### config.mk
export PLATFORM = sky130hd
export DESIGN_NAME = instruction_loader_flat
export DESIGN_NICKNAME = d
export VERILOG_FILES = /design/src/rtl/instruction_loader_pkg.sv /design/src/rtl/instruction_loader_if.sv /design/src/rtl/instruction_loader_byte_assembler.sv /design/src/rtl/instruction_loader.sv /design/src/flat_wrapper.sv
export SDC_FILE = /design/constraint.sdc
export NUM_CORES = 1
export LEC_CHECK = 0
export CELL_PAD_IN_SITES_DETAIL_PLACEMENT = 2
export CELL_PAD_IN_SITES_GLOBAL_PLACEMENT = 2
export CORE_ASPECT_RATIO = 1.25
export CORE_UTILIZATION = 25
export DETAILED_ROUTE_END_ITERATION = 7
export GPL_ROUTABILITY_DRIVEN = 0
export PLACE_DENSITY = 0.73
export SYNTH_ARGS = -nofsm -noshare
export SYNTH_HDL_FRONTEND = slang
export SYNTH_SLANG_ARGS = --single-unit
### constraint.sdc
create_clock -name i_clk -period 6.5 [get_ports i_clk]
set_input_delay 1.95 -clock i_clk [delete_from_list [all_inputs] [get_ports i_clk]]
set_output_delay 1.95 -clock i_clk [all_outputs]
set_load 0.01 [all_outputs]
### src/rtl/instruction_loader_pkg.sv
// rtl/instruction_loader_pkg.sv - shared sizes and constants for the instruction loader
// Contents: default byte/word/memory sizes, the HALT opcode word and a counter-width helper.
package instruction_loader_pkg;

  localparam int DEFAULT_BYTE_SIZE          = 8;
  localparam int DEFAULT_WORD_SIZE_IN_BYTES = 4;
  localparam int DEFAULT_MEM_SIZE_IN_WORDS  = 64;

  localparam logic [31:0] INSTRUCTION_HALT = 32'hFC00_0000;

  // Width needed to hold 0..mem_words inclusive.
  function automatic int count_width(input int mem_words);
    return $clog2(mem_words) + 1;
  endfunction

endpackage

### src/rtl/instruction_loader_if.sv
// rtl/instruction_loader_if.sv - loader bus: session control, UART byte input, memory write and status
// master: loader side (drives clear/write/instruction and status); slave: debug unit / memory / UART side.
interface instruction_loader_if
  import instruction_loader_pkg::*;
#(
  parameter int BYTE_SIZE          = DEFAULT_BYTE_SIZE,
  parameter int WORD_SIZE_IN_BYTES = DEFAULT_WORD_SIZE_IN_BYTES,
  parameter int MEM_SIZE_IN_WORDS  = DEFAULT_MEM_SIZE_IN_WORDS
);

  localparam int WORD_W     = WORD_SIZE_IN_BYTES * BYTE_SIZE;
  localparam int COUNT_SIZE = count_width(MEM_SIZE_IN_WORDS);

  logic                  i_start;
  logic                  i_rx_valid;
  logic [BYTE_SIZE-1:0]  i_rx_data;
  logic                  i_mem_full;
  logic                  o_clear;
  logic                  o_instruction_write;
  logic [WORD_W-1:0]     o_instruction;
  logic                  o_busy;
  logic                  o_done;
  logic                  o_overflow;
  logic [COUNT_SIZE-1:0] o_word_count;

  modport master (
    input  i_start, i_rx_valid, i_rx_data, i_mem_full,
    output o_clear, o_instruction_write, o_instruction,
    output o_busy, o_done, o_overflow, o_word_count
  );

  modport slave (
    output i_start, i_rx_valid, i_rx_data, i_mem_full,
    input  o_clear, o_instruction_write, o_instruction,
    input  o_busy, o_done, o_overflow, o_word_count
  );

endinterface

### src/rtl/instruction_loader_byte_assembler.sv
// rtl/instruction_loader_byte_assembler.sv - MSB-first byte-to-word shift register with byte counter
// Ports: i_clk, i_reset (async, active-high); clear restarts a word; accept gates byte_valid;
// byte_data in; word = last completed word (registered); word_ready = combinational completion pulse.
module instruction_loader_byte_assembler
  import instruction_loader_pkg::*;
#(
  parameter int BYTE_SIZE          = DEFAULT_BYTE_SIZE,
  parameter int WORD_SIZE_IN_BYTES = DEFAULT_WORD_SIZE_IN_BYTES
) (
  input  logic                                  i_clk,
  input  logic                                  i_reset,
  input  logic                                  clear,
  input  logic                                  accept,
  input  logic                                  byte_valid,
  input  logic [BYTE_SIZE-1:0]                  byte_data,
  output logic [WORD_SIZE_IN_BYTES*BYTE_SIZE-1:0] word,
  output logic                                  word_ready
);

  localparam int WORD_W = WORD_SIZE_IN_BYTES * BYTE_SIZE;
  localparam int CNT_W  = (WORD_SIZE_IN_BYTES > 1) ? $clog2(WORD_SIZE_IN_BYTES) : 1;
  localparam logic [CNT_W-1:0] LAST_BYTE = CNT_W'(WORD_SIZE_IN_BYTES - 1);

  logic [WORD_W-1:0] shift_q;
  logic [WORD_W-1:0] shift_next;
  logic [CNT_W-1:0]  byte_cnt;
  logic              take;

  assign take       = accept && byte_valid;
  assign shift_next = (shift_q << BYTE_SIZE) | WORD_W'(byte_data);
  // Completion is visible in the same cycle as the last strobe so the FSM
  // can enter WRITE on that very edge.
  assign word_ready = take && (byte_cnt == LAST_BYTE);

  always_ff @(posedge i_clk or posedge i_reset) begin
    if (i_reset) begin
      shift_q  <= '0;
      byte_cnt <= '0;
      word     <= '0;
    end else if (clear) begin
      shift_q  <= '0;
      byte_cnt <= '0;
    end else if (take) begin
      shift_q <= shift_next;
      if (word_ready) begin
        byte_cnt <= '0;
        word     <= shift_next;
      end else begin
        byte_cnt <= byte_cnt + 1'b1;
      end
    end
  end

endmodule

### src/rtl/instruction_loader.sv
// rtl/instruction_loader.sv - loads instruction memory from a UART byte stream until HALT or full
// Ports: i_clk, i_reset (async, active-high); bus (instruction_loader_if.master): i_start, i_rx_valid,
// i_rx_data, i_mem_full in; o_clear, o_instruction_write, o_instruction, o_busy, o_done,
// o_overflow, o_word_count out.
module instruction_loader
  import instruction_loader_pkg::*;
#(
  parameter int BYTE_SIZE          = DEFAULT_BYTE_SIZE,
  parameter int WORD_SIZE_IN_BYTES = DEFAULT_WORD_SIZE_IN_BYTES,
  parameter int MEM_SIZE_IN_WORDS  = DEFAULT_MEM_SIZE_IN_WORDS
) (
  input  logic                 i_clk,
  input  logic                 i_reset,
  instruction_loader_if.master bus
);

  localparam int WORD_W     = WORD_SIZE_IN_BYTES * BYTE_SIZE;
  localparam int COUNT_SIZE = count_width(MEM_SIZE_IN_WORDS);
  localparam logic [COUNT_SIZE-1:0] COUNT_MAX = COUNT_SIZE'(MEM_SIZE_IN_WORDS);

  typedef enum logic [2:0] {
    S_IDLE,
    S_CLEAR,
    S_RECV,
    S_WRITE,
    S_DONE
  } state_t;

  state_t                state_q;
  state_t                state_d;
  logic                  accept;
  logic                  word_ready;
  logic [WORD_W-1:0]     word;
  logic                  is_halt;
  logic                  overflow_q;
  logic [COUNT_SIZE-1:0] word_count_q;

  instruction_loader_byte_assembler #(
    .BYTE_SIZE          (BYTE_SIZE),
    .WORD_SIZE_IN_BYTES (WORD_SIZE_IN_BYTES)
  ) u_assembler (
    .i_clk      (i_clk),
    .i_reset    (i_reset),
    .clear      (state_q == S_CLEAR),
    .accept     (accept),
    .byte_valid (bus.i_rx_valid),
    .byte_data  (bus.i_rx_data),
    .word       (word),
    .word_ready (word_ready)
  );

  assign is_halt = (word == WORD_W'(INSTRUCTION_HALT));

  always_ff @(posedge i_clk or posedge i_reset) begin
    if (i_reset) begin
      state_q <= S_IDLE;
    end else begin
      state_q <= state_d;
    end
  end

  always_comb begin
    state_d                 = state_q;
    accept                  = 1'b0;
    bus.o_clear             = 1'b0;
    bus.o_instruction_write = 1'b0;
    bus.o_busy              = 1'b0;
    bus.o_done              = 1'b0;
    case (state_q)
      S_IDLE: begin
        if (bus.i_start) state_d = S_CLEAR;
      end
      S_CLEAR: begin
        bus.o_clear = 1'b1;
        bus.o_busy  = 1'b1;
        state_d     = S_RECV;
      end
      S_RECV: begin
        bus.o_busy = 1'b1;
        accept     = 1'b1;
        if (word_ready) state_d = S_WRITE;
      end
      S_WRITE: begin
        bus.o_busy              = 1'b1;
        bus.o_instruction_write = !bus.i_mem_full;
        if (bus.i_mem_full || is_halt) begin
          state_d = S_DONE;
        end else begin
          // Session continues: a byte arriving now starts the next word.
          state_d = S_RECV;
          accept  = 1'b1;
        end
      end
      S_DONE: begin
        bus.o_done = 1'b1;
        if (bus.i_start) state_d = S_CLEAR;
      end
      default: state_d = S_IDLE;
    endcase
  end

  always_ff @(posedge i_clk or posedge i_reset) begin
    if (i_reset) begin
      overflow_q   <= 1'b0;
      word_count_q <= '0;
    end else if (state_q == S_CLEAR) begin
      overflow_q   <= 1'b0;
      word_count_q <= '0;
    end else if (state_q == S_WRITE) begin
      if (bus.i_mem_full) begin
        overflow_q <= 1'b1;
      end else if (word_count_q != COUNT_MAX) begin
        word_count_q <= word_count_q + 1'b1;
      end
    end
  end

  assign bus.o_instruction = word;
  assign bus.o_overflow    = overflow_q;
  assign bus.o_word_count  = word_count_q;

endmodule
### src/flat_wrapper.sv
// flat-port wrapper written by rule: the top's interface ports become plain ports
module instruction_loader_flat import instruction_loader_pkg::*;
#(
  parameter int BYTE_SIZE          = DEFAULT_BYTE_SIZE,
  parameter int WORD_SIZE_IN_BYTES = DEFAULT_WORD_SIZE_IN_BYTES,
  parameter int MEM_SIZE_IN_WORDS  = DEFAULT_MEM_SIZE_IN_WORDS
)
  (i_clk, i_reset, bus_i_start, bus_i_rx_valid, bus_i_rx_data, bus_i_mem_full, bus_o_clear, bus_o_instruction_write, bus_o_instruction, bus_o_busy, bus_o_done, bus_o_overflow, bus_o_word_count);
  instruction_loader_if #(.BYTE_SIZE(BYTE_SIZE), .WORD_SIZE_IN_BYTES(WORD_SIZE_IN_BYTES), .MEM_SIZE_IN_WORDS(MEM_SIZE_IN_WORDS)) bus_i ();
  input  logic i_clk;
  input  logic i_reset;
  input wire logic [$bits(bus_i.i_start)-1:0] bus_i_start;
  input wire logic [$bits(bus_i.i_rx_valid)-1:0] bus_i_rx_valid;
  input wire logic [$bits(bus_i.i_rx_data)-1:0] bus_i_rx_data;
  input wire logic [$bits(bus_i.i_mem_full)-1:0] bus_i_mem_full;
  output wire logic [$bits(bus_i.o_clear)-1:0] bus_o_clear;
  output wire logic [$bits(bus_i.o_instruction_write)-1:0] bus_o_instruction_write;
  output wire logic [$bits(bus_i.o_instruction)-1:0] bus_o_instruction;
  output wire logic [$bits(bus_i.o_busy)-1:0] bus_o_busy;
  output wire logic [$bits(bus_i.o_done)-1:0] bus_o_done;
  output wire logic [$bits(bus_i.o_overflow)-1:0] bus_o_overflow;
  output wire logic [$bits(bus_i.o_word_count)-1:0] bus_o_word_count;
  assign bus_i.i_start = bus_i_start;
  assign bus_i.i_rx_valid = bus_i_rx_valid;
  assign bus_i.i_rx_data = bus_i_rx_data;
  assign bus_i.i_mem_full = bus_i_mem_full;
  assign bus_o_clear = bus_i.o_clear;
  assign bus_o_instruction_write = bus_i.o_instruction_write;
  assign bus_o_instruction = bus_i.o_instruction;
  assign bus_o_busy = bus_i.o_busy;
  assign bus_o_done = bus_i.o_done;
  assign bus_o_overflow = bus_i.o_overflow;
  assign bus_o_word_count = bus_i.o_word_count;
  instruction_loader #(.BYTE_SIZE(BYTE_SIZE), .WORD_SIZE_IN_BYTES(WORD_SIZE_IN_BYTES), .MEM_SIZE_IN_WORDS(MEM_SIZE_IN_WORDS)) u_core (.i_clk(i_clk), .i_reset(i_reset), .bus(bus_i));
endmodule
; Yosys cells after proc, flatten, opt, wreduce, memory -nomap -nowiden
; Index checks and enable logic that the tools add are counted.
[totals]
reg_bits = 69
inputBits = 13
elab_cells = 57
out_inout_bits = 44
[op_classes]
muxes = 22
eq_ne = 10
bitwise = 2
n_addsub = 2
reduce_logical = 15
[ops]
columns = operator, n
row1 = $mux W24, 2
row2 = $eq A32 B32 Y1 const B, 1
row3 = $or A32 B8 Y32, 1
row4 = $mux W7, 4
row5 = $pmux W3 S4, 1
row6 = $mux W3, 3
row7 = $mux W1, 8
row8 = $reduce_bool A2 Y1, 4
row9 = $add A7 B1 Y7 const B, 1
row10 = $ne A7 B7 Y1 const B, 1
row11 = $eq A3 B2 Y1 const B, 2
row12 = $mux W2, 3
row13 = $reduce_and A3 Y1, 2
row14 = $ne A2 B1 Y1 const B, 2
row15 = $reduce_and A2 Y1, 2
row16 = $eq A3 B1 Y1 const B, 1
row17 = $eq A3 B3 Y1 const B, 1
row18 = $logic_not A3 Y1, 1
row19 = $reduce_or A3 Y1, 1
row20 = $add A2 B1 Y2 const B, 1
row21 = $eq A2 B2 Y1 const B, 1
row22 = $logic_and A1 B1 Y1, 2
row23 = $ne A2 B2 Y1 const B, 1
row24 = $pmux W1 S2, 1
row25 = 4 further kinds, 4

; Logic depth before layout (Yosys ltp)
[depth]
word_depth = 9
depth_mapped = 8
depth_no_buf = 6

; Cells and area by module
; Synthesis repeated with hierarchy kept, for this count alone.
[unflattened]
cells_unflattened = 264
area_unflattened_um2 = 3291.9
[modules_own_cells]
columns = mod, n_inst, area_each_um2, seq_area_each_um2, cells_each
row1 = instruction_loader_byte_assembler, 1, 2593.7, 1451.4, 190
row2 = instruction_loader, 1, 698.2, 275.3, 74

; Worst setup path after synthesis
; Ideal clock, no wire load.
[synth_path]
path_kind = input-to-output
start = in bus_i_mem_full
end = out bus_o_instruction_write
n_path_buf = 1
path_stages = 2
t_required_ns = 4.550
arrival_time_ns = 2.294
setup_slack_ns = 2.256
path_cell_list = and3b_1 > buf_2
[synth_via]
elab_chain_len = 2
[synth_rtl]
columns = item, line
row1 = from (decl), flat_wrapper.sv:15  ; input wire logic [$bits(bus_i.i_mem_full)-1:0] bus_i_mem_full;
row2 = $logic_not A1 Y1, instruction_loader.sv:85  ; bus.o_instruction_write = !bus.i_mem_full;
row3 = $mux W1, instruction_loader.sv:69  ; case (state_q)
row4 = to (decl), flat_wrapper.sv:17  ; output wire logic [$bits(bus_i.o_instruction_write)-1:0] bus_o_instruction_write;
; Every way passes these cells.

; Worst setup path in the final report
; Same ends and word-level chain as after synthesis.

==> reports/results.tsv <==
stage	metric	value	unit
global_routing	grt.total_usage	0.139	
drt	drc	0	
timing	slew_violations	0	
critical_path	crit_path_end_kind	output port	
critical_path	required	4550	ps
pwr	peakVddDrop	0.146	mV
timing	timing.final.crit_share	0.819	
floorplanning	start_util	0.255	
timing	rsz0062_at_grt	false	
critical_path	worst-r2r-setup-slack	3310	ps
global_routing	gr-total-overflow	0	
flow_run	max_cap_violations	0	
logic_synthesis	synth_cell_type_count	34	
drt	viasPerCell	4.88	
clock_tree	numClockSinks	69	
timing	setup_viol	0	
timing	tightest_slew	1190	ps
place	port_buffers	56	
timing	fmax	188	MHz
critical_path	crit_buf_inv	2	
timing	relSlewSlack	0.209	
clock_tree	cts.hold.buffers_added	0	
global_routing	antenna_found_initial	0	
critical_path	arrival	3370	ps
critical_path	worstSetupStartpointType	input pin	
drt	wl_per_cell	17.7	µm
cells_and_area	drive_above_1_share	0.150	
logic_synthesis	synthesis.area	0.00295	mm²
cells_and_area	diodes	0	
floorplanning	die_y	123	µm
cells_and_area	post-route-util	0.343	
pwr	fin_total_pwr	0.00187	W
floorplanning	pin_count	57	
cells_and_area	area_delta_synth_final	34.4	%
logic_synthesis	syn_nets	262	
drt	num_vias	2172	
logic_synthesis	ys_ff_latch	69	
global_routing	grt_pass1_vias	2394	
global_routing	grt_pass1_wl	12800	µm
logic_synthesis	ys_seq_area_frac	0.585	
clock_tree	postCtsSetupBuffers	0	
drt	drtIter0Drc	75	
critical_path	path_cells	clkdlybuf4s50_1 -> and3b_1 -> clkdlybuf4s50_1	
logic_synthesis	yosysTopAreaCellShare	0.585	
critical_path	cp_max_fo	8	
drt	drt_pre_antenna_iters	2	
cells_and_area	most-common-layout-cells	dfrtp_1 (69), clkdlybuf4s50_1 (56), nand2_1 (25), mux2_2 (23), o21ai_0 (19)	
logic_synthesis	synth-warning-count	0	
clock_tree	insertion_delay	330	ps
critical_path	path_common_cell	clkdlybuf4s50_1	
floorplanning	rows	44	
timing	setup_tns	0	ps
clock_tree	tritoncts	done	
clock_tree	cts_root_buf	clkbuf_16	
floorplanning	die_w	99.1	µm
critical_path	slowest_delay	600	ps
logic_synthesis	synthTopCellsByArea	dfrtp_1 (59%), mux2_2 (8.8%), mux2i_1 (3.7%)	
drt	final_antenna_net_count	0	
cells_and_area	nNetsFinal	318	
global_routing	grt_max_degree	44	
critical_path	crit_family	buffers and inverters	
floorplanning	die_area	0.0122	mm²
timing	period_needed	5320	ps
timing	skew	6.85	ps
drt	routed_wl	7870	µm
floorplanning	core_area	0.0116	mm²
place	hpwl	5420	µm
clock_tree	htree_levels	3	
clock_tree	clk_pin_slew	60	ps
critical_path	critical_path_class	in -> out	
critical_path	crit_slowest_cell	clkdlybuf4s50_1	
logic_synthesis	yosysTopAreaCell	dfrtp_1	
cells_and_area	layout.cells.most_common	dfrtp_1	
cells_and_area	fill_cells	1227	
outcome	status	complete, no violations	
pwr	leakage	1.80	nW
min_path	min_path_type	reg -> reg	
timing	hold_viol_final	0	
logic_synthesis	syn_inst	246	
clock_tree	cts_buffer_depth	2	
logic_synthesis	synth_area_per_cell	12.0	µm²
pwr	powerDensity	472	mW/mm²
clock_tree	post_cts_resized	0	
clock_tree	cts_buffers	9	
-- kinds of logic after synthesis --
logic type	share of synthesized area
buffers and inverters	0.0416
AO/OA/AOI/OAI	0.0887
AND/OR/NAND/NOR	0.119
adder cells (fa/ha/maj)	0.0127
XOR/XNOR	0.0119
multiplexers	0.140
flip-flops	0.585
-- per-layer routing --
| layer | global-route usage | wire [µm] | vias up |
|---|---|---|---|
| met3 | 0.0294 | 265 | 10 |
| met4 | 0.0717 | 180 | 0 |
| met5 | 0 | 0 | - |
| met1 | 0.167 | 3400 | 1116 |
| met2 | 0.237 | 4020 | 42 |
| li1 | - | - | 1004 |
-- flip-flops by register name, summed over array words and instances (netlist names) --
register / flops
u_core.state_q: 3
u_core.u_assembler.word: 32
u_core.bus.o_word_count: 7
u_core.u_assembler.shift_q: 24
u_core.bus.o_overflow: 1
u_core.u_assembler.byte_cnt: 2
-- worst reg2reg max path, cell delays in order, from the launching register on --
cell and delay [ps]:
dfrtp_1 400, nor4_1 500, nand4_1 270, o31a_1 500, o211ai_4 970, mux2_2 440
-- cells in the mapped netlist --
master     instances
o2bb2ai_1          3
nand2b_1           2
or3_1              3
o211ai_4           1
nand3_1            6
buf_2              2
clkinv_1           1
o31ai_1            1
clkbuf_1           7
mux2i_1           11
o21ai_0           19
nand2_1           25
and3b_1            1
nor3b_1            1
dfrtp_1           69
o211ai_1           8
o31a_1             1
inv_1              8
nand4_1           14
nor4_1             7
or4_4              1
buf_6              4
o311ai_0           1
mux2_1             4
buf_4              1
mux2_2            23
o21ai_2            1
nor2b_1            1
ha_1               3
nor2_1             7
xnor2_1            1
a21oi_1            5
xor2_1             3
nor3_1             1
-- worst paths after layout --
kind	endpoint	startpoint	cells past startpoint
worst max-delay path	bus_o_instruction_write	bus_i_mem_full	3
worst min-delay path	u_core.state_q[0]	u_core.state_q[0]	1
worst max register to register	u_core.u_assembler.word[21]	u_core.u_assembler.word[8]	5
worst min register to register	u_core.state_q[0]	u_core.state_q[0]	1
max in group asynchronous	u_core.u_assembler.word[23]	i_reset	3
min in group asynchronous	u_core.u_assembler.word[10]	i_reset	2
-- per-stage QoR --
step / std cells / instance area [µm²] / hold WS (ps) / setup WS (ps)
6_report: 445 / 3960 / 479 / 1180
5_1_grt: 445 / 3960 / 515 / 1110
4_1_cts: 445 / 3960 / 486 / 1170
3_5_place_dp: 429 / 3620 / 475 / 1160
3_3_place_gp: 429 / 3620 / 456 / 1190
2_1_floorplan: 246 / 2950 / 437 / 2260
-- report_power, final --
| group | internal (W) | leakage [nW] | switching, W |
|---|---|---|---|
| Combinational | 0.000299 | 0.718 | 0.000307 |
| Sequential | 0.000584 | 0.921 | 0.000114 |
| Clock | 0.000376 | 0.162 | 0.000192 |
| Total | 0.00126 | 1.80 | 0.000614 |
-- final cells by class --
class | instances | area, µm² | area share
tap | 138 | 173 | 0.0436
clock buffer | 9 | 225 | 0.0568
clock inverter | 7 | 123 | 0.0309
multi-input combinational | 154 | 1100 | 0.277
timing repair buffer | 59 | 583 | 0.147
inverter | 9 | 33.8 | 0.00852
sequential | 69 | 1730 | 0.436
(Power assumes the default switching activity.)
